[src/rtl/router_pkg.sv]
// Shared defaults for the parametrised router synchroniser.
// Users can override the parameters per instance.
package router_pkg;

    localparam int ROUTER_NUM_CH  = 3;
    localparam int ROUTER_ADDR_W  = 2;
    localparam int ROUTER_TIMEOUT = 30;

endpackage

[src/rtl/router_sync_timer.sv]
// Per-channel watchdog: pulses soft_reset for one cycle after TIMEOUT
// consecutive cycles of valid-but-unread data, then restarts the count.
module router_sync_timer #(
    parameter int TIMEOUT = 30
) (
    input  logic clock,
    input  logic reset,
    input  logic vld,
    input  logic rd,
    output logic soft_reset
);

    localparam int CNT_W = $clog2(TIMEOUT);

    logic [CNT_W-1:0] cnt_q, cnt_d;
    logic             pulse_q, pulse_d;

    // Any read or loss of valid restarts the count, including in the expiry cycle.
    always_comb begin
        cnt_d   = '0;
        pulse_d = 1'b0;
        if (vld && !rd) begin
            if (cnt_q == CNT_W'(TIMEOUT - 1)) begin
                pulse_d = 1'b1;
            end else begin
                cnt_d = cnt_q + CNT_W'(1);
            end
        end
    end

    always_ff @(posedge clock) begin
        if (reset) begin
            cnt_q   <= '0;
            pulse_q <= 1'b0;
        end else begin
            cnt_q   <= cnt_d;
            pulse_q <= pulse_d;
        end
    end

    assign soft_reset = pulse_q;

endmodule

[src/rtl/router_sync_n.sv]
// Router synchroniser for NUM_CH output FIFOs: latches the destination,
// steers write enables, reports full/valid and runs per-channel watchdogs.
module router_sync_n
    import router_pkg::*;
#(
    parameter int NUM_CH  = ROUTER_NUM_CH,
    parameter int ADDR_W  = ROUTER_ADDR_W,
    parameter int TIMEOUT = ROUTER_TIMEOUT
) (
    input  logic              clock,
    input  logic              reset,
    input  logic              detect_add,
    input  logic [ADDR_W-1:0] data_in,
    input  logic              write_enb_reg,
    input  logic [NUM_CH-1:0] read_enb,
    input  logic [NUM_CH-1:0] empty,
    input  logic [NUM_CH-1:0] full,
    output logic [NUM_CH-1:0] write_enb,
    output logic              fifo_full,
    output logic [NUM_CH-1:0] vld_out,
    output logic [NUM_CH-1:0] soft_reset,
    output logic              addr_err
);

    // One extra bit so NUM_CH == 2**ADDR_W is representable.
    localparam logic [ADDR_W:0] NUM_CH_W = (ADDR_W + 1)'(NUM_CH);

    logic [ADDR_W-1:0] addr_q, addr_d;
    logic              addr_err_q, addr_err_d;

    always_comb begin
        addr_d     = addr_q;
        addr_err_d = addr_err_q;
        if (detect_add) begin
            addr_d     = data_in;
            addr_err_d = ({1'b0, data_in} >= NUM_CH_W);
        end
    end

    always_ff @(posedge clock) begin
        if (reset) begin
            addr_q     <= '0;
            addr_err_q <= 1'b0;
        end else begin
            addr_q     <= addr_d;
            addr_err_q <= addr_err_d;
        end
    end

    assign addr_err = addr_err_q;
    assign vld_out  = ~empty;

    // A same-cycle detect_add only affects steering from the next cycle on.
    always_comb begin
        fifo_full = 1'b0;
        for (int i = 0; i < NUM_CH; i++) begin
            if (!addr_err_q && (addr_q == ADDR_W'(i))) begin
                fifo_full = full[i];
            end
        end
    end

    generate
        for (genvar gi = 0; gi < NUM_CH; gi++) begin : g_ch
            assign write_enb[gi] = write_enb_reg && !addr_err_q && (addr_q == ADDR_W'(gi));

            router_sync_timer #(
                .TIMEOUT (TIMEOUT)
            ) u_timer (
                .clock      (clock),
                .reset      (reset),
                .vld        (vld_out[gi]),
                .rd         (read_enb[gi]),
                .soft_reset (soft_reset[gi])
            );
        end
    endgenerate

endmodule
[config.mk]
export PLATFORM = sky130hd
export DESIGN_NAME = router_sync_n
export DESIGN_NICKNAME = d
export VERILOG_FILES = /design/src/rtl/router_pkg.sv /design/src/rtl/router_sync_timer.sv /design/src/rtl/router_sync_n.sv
export SDC_FILE = /design/constraint.sdc
export NUM_CORES = 1
export LEC_CHECK = 0
export CAP_MARGIN = 25
export CORE_MARGIN = 2
export CORE_UTILIZATION = 35
export CTS_CLUSTER_DIAMETER = 120
export CTS_CLUSTER_SIZE = 40
export DETAILED_ROUTE_END_ITERATION = 8
export GPL_ROUTABILITY_DRIVEN = 0
export GPL_TIMING_DRIVEN = 1
export SETUP_SLACK_MARGIN = 0.1
export SYNTH_ARGS = -nofsm -noshare
export SYNTH_HDL_FRONTEND = slang
export SYNTH_SLANG_ARGS = --single-unit
[constraint.sdc]
create_clock -name clock -period 2.3 [get_ports clock]
set_input_delay 0.46 -clock clock [delete_from_list [all_inputs] [get_ports clock]]
set_output_delay 0.46 -clock clock [all_outputs]
set_load 0.01 [all_outputs]
# Word-level counts from Yosys, hierarchy flattened
# Index checks and enable logic that the tools add are counted.
[classes] n_addsub=3 order_cmp=1 eq_ne=5 muxes=6 bitwise=4 reduce_logical=21
[op_table] cell="$add 5x1->5 const B" n=3
[op_table] cell="$eq 5x5->1 const B" n=3
[op_table] cell="$logic_and 1x1->1" n=10
[op_table] cell="$reduce_or 3->1" n=3
[op_table] cell="$mux 1" n=6
[op_table] cell="$reduce_or 2->1" n=3
[op_table] cell="$logic_not 1->1" n=4
[op_table] cell="$not 1->1" n=3
[op_table] cell="$not 3->3" n=1
[op_table] cell="$eq 2x1->1 const B" n=1
[op_table] cell="$eq 2x2->1 const B" n=1
[op_table] cell="$ge 2x2->1 const B" n=1
[op_table] cell="$logic_not 2->1" n=1
[totals] regBits=21 inputBits=15 out_inout_bits=11 elab_cells=48

# Depth between registers and ports, before layout
[depth] depth_word=5 ltp_mapped=5 depth_no_buf=5

# Cells and area by module
# From an unflattened synthesis, not the netlist that was laid out.
[hier_totals] hier_cells=91 hier_area_um2=877.1
[modules_own_cells] module="router_sync_timer" n_inst=3 cells_each=24 area_per_inst_um2=231.5 seq_area_each_um2=120.1
[modules_own_cells] module="router_sync_n" n_inst=1 cells_each=19 area_per_inst_um2=182.7 seq_area_each_um2=60.1

# Worst setup path after synthesis
# Ideal clock, no wire load.
[synth_timing] kind="input -> output" start="input port write_enb_reg" end="output port write_enb[0]" arrival_ps=875 required_ps=1840 slack_ps=965 cell_stages=1 path_buffers=0 path_cell_list="nor4b_1"
[synth_between] elab_chain_cells=2
[synth_rtl] element="start: declaration" line="router_sync_n.sv:14" rtl="input logic write_enb_reg,"
[synth_rtl] element="$logic_and 1x1->1 (2 in series)" line="router_sync_n.sv:65" rtl="assign write_enb[gi] = write_enb_reg && !addr_err_q && (addr_q == ADDR_W'(gi));"
[synth_rtl] element="end: declaration" line="router_sync_n.sv:18" rtl="output logic [NUM_CH-1:0] write_enb,"
# No other way between the ends.

# Worst setup path after layout
[layout_timing] start="input port write_enb_reg" end="output port write_enb[2]"
# Same word-level chain as after synthesis.

==> results.json <==
{
  "setup_viol": 0,
  "outcome": "completed",
  "syn2layout_area_growth_pct": 29.6,
  "finalCriticalPeriod_ns": 2.17,
  "multi_input_area_um2": 420,
  "hpwl_um": 1240,
  "slew_viol_final": 0,
  "ioPinCount": 26,
  "start_util": 0.367,
  "cp_slowest_stage_delay_ns": 0.53,
  "clock_skew_ns": 0.00803,
  "worstPathArrival_ns": 1.71,
  "overflow": 0,
  "cpMostUsedCell": "clkdlybuf4s50_1",
  "start_kind": "primary input",
  "ctsHtreeMaxLevel": 1,
  "post_cts_buffers": 0,
  "tns_ns": 0,
  "vias": 665,
  "slew_headroom": 0.808,
  "drt_wl_total_um": 1550,
  "p_int_mw": 0.480,
  "cp_slowest_cell": "clkdlybuf4s50_1",
  "holdCritPathClass": "register to register",
  "ys_top_cells_by_area": "dfxtp_1, ha_1, nor2_1, xor2_1, buf_4",
  "ctsResizeCount": 2,
  "grt_use_total": 0.115,
  "grt_first_pass_wirelength_um": 2400,
  "worstHoldStart": "g_ch[2].u_timer.cnt_q[0]",
  "yosys.area.top_type_share": 0.463,
  "p_sw_frac": 0.219,
  "antenna_found_initial": 0,
  "syn_inst": 95,
  "synth_warnings": 0,
  "crit_fanout": 3,
  "drtIter0Drc": 3,
  "fmax_mhz": 461,
  "cts_buffer_depth": 2,
  "final_common_cell": "clkdlybuf4s50_1",
  "yosysTopAreaCell": "dfxtp_1",
  "max_cap_violations": 0,
  "power.total_mw": 0.615,
  "power_frac_seq": 0.611,
  "cts-hold-fix-buffers": 0,
  "ant_nets": 0,
  "n_antenna_cell": 0,
  "dp_cells": 144,
  "cts_tree": "built",
  "whs_endpoint": "g_ch[2].u_timer.cnt_q[0]",
  "holdWs_ns": 0.479,
  "nNetsFinal": 140,
  "cts-root-buf": "clkbuf_4",
  "cts_sinks": 21,
  "rsz0062_at_grt": "no",
  "fill_cells": 248,
  "mostFrequentLayoutCells": "clkdlybuf4s50_1, dfxtp_1, nor2_1, nand3_1",
  "fin_util": 0.475,
  "r2r-start": "g_ch[2].u_timer.cnt_q[0]",
  "period_share": 0.944,
  "hold_viol_final": 0,
  "syn_area_um2": 908,
  "power_density_nw_per_um2": 522,
  "cp_data_required_time_ns": 1.84,
  "critPathCaptureType": "output pin",
  "core_um2": 2480,
  "dieHeight_um": 54.9,
  "reg2reg_slack_ns": 1.28,
  "path_clk_slew_ns": 0.11,
  "reg2reg_to": "g_ch[2].u_timer.cnt_q[2]",
  "synth_seq_area_share": 0.463,
  "cts_made_buffers": 3,
  "yosysUniqueCellTypes": 20,
  "grt_pass1_vias": 612,
  "portBuffers": 25,
  "dieWidth_um": 54.9,
  "crit_type": "primary input to output pin",
  "drive_gt1_frac": 0.0593,
  "ir_drop_mv": 0.274,
  "avgSynthCellArea_um2": 9.56,
  "final_cells": 148,
  "whs_path_depth": 1,
  "grt_max_degree": 12,
  "viasPerCell": 4.49,
  "syn-num-nets": 116,
  "regArea_um2": 420,
  "p_clk_frac": 0.277,
  "synth-seq-cells": 21,
  "r2r_cells": 4,
  "routedWlPerCell_um": 10.4,
  "tightest_slew_ns": 0.288,
  "pwr-share-comb": 0.112,
  "p_leak_nw": 0.461,
  "crit_chain": "clkdlybuf4s50_1 > and4bb_2 > clkdlybuf4s50_1",
  "clkLatencyLatePin_ns": 0.29,
  "power_switching_mw": 0.135,
  "drt-pass1-iter-count": 3,
  "die_area_um2": 3020,
  "drc": 0,
  "std_cell_rows": 18
}
## sequential cells by signal, indices dropped and copies added, names as in the netlist
register and count:
addr_q 2, addr_err 1, g_ch.u_timer.cnt_q 15, g_ch.u_timer.soft_reset 3
## cell usage after synthesis
library cell,n
dfxtp_1,21
nor2_1,18
nand4_1,3
nand2b_1,1
nand3b_1,1
buf_4,6
inv_1,6
nor2b_1,3
xnor2_1,3
nor3_1,1
ha_1,6
nor4b_1,1
mux2i_1,3
o21a_1,1
nor3_2,2
xor2_1,6
a21oi_1,1
and4bb_2,2
nand3_1,7
nand2_1,3
## power groups by stage
stage | Combinational [mW] | Sequential [mW] | Clock [mW]
2_1_floorplan | 0.0282 | 0.383 | 0
3_3_place_gp | 0.0711 | 0.384 | 0
6_report | 0.0689 | 0.376 | 0.170
5_1_grt | 0.0767 | 0.377 | 0.196
3_5_place_dp | 0.0725 | 0.384 | 0
4_1_cts | 0.0703 | 0.376 | 0.180
## metal layers
layer,track usage,vias to the layer above,share of wire
met2,0.206,16,0.52
met5,0,-,0
met1,0.118,297,0.40
met3,0.0269,2,0.072
met4,0.0732,0,0.0097
li1,-,350,-
## kinds of logic (layout without fill, tap and decap cells)
kind of cell / after synthesis / count (layout) / synth area share
mux: 3 / 3 / 0.0331
simple gates: 42 / 42 / 0.247
compound gates: 2 / 2 / 0.0138
fa+ha+maj: 6 / 6 / 0.0826
flops: 21 / 21 / 0.463
xor+xnor: 9 / 9 / 0.0868
buf+inv: 12 / 35 / 0.0744
## per-stage QoR
step	setup slack [ns]	area, um^2
2_1_floorplan	0.965	908
3_3_place_gp	0.0814	1150
3_5_place_dp	0.0492	1150
4_1_cts	0.132	1170
5_1_grt	0.102	1180
6_report	0.129	1180
## critical path, delay by kind of cell
family                 cells  cell delay [ns]
buffers and inverters      2             1.02
AND/OR/NAND/NOR            1             0.23
## worst max-delay path by stage
stage / slack, ns / startpoint / to
floorplan: 0.96 / write_enb_reg / write_enb[0]
global placement: 0.08 / write_enb_reg / write_enb[0]
detailed placement: 0.05 / full[0] / fifo_full
CTS: 0.13 / write_enb_reg / write_enb[1]
global route: 0.10 / write_enb_reg / write_enb[2]
finish: 0.13 / write_enb_reg / write_enb[2]
## layout make-up
class / count / area share
Sequential cell: 21 / 0.357
Multi-Input combinational cell: 62 / 0.357
Timing Repair Buffer: 25 / 0.213
Tap cell: 30 / 0.0319
Clock buffer: 4 / 0.0223
Inverter: 6 / 0.0191
Power figures use the tool's default switching activity.
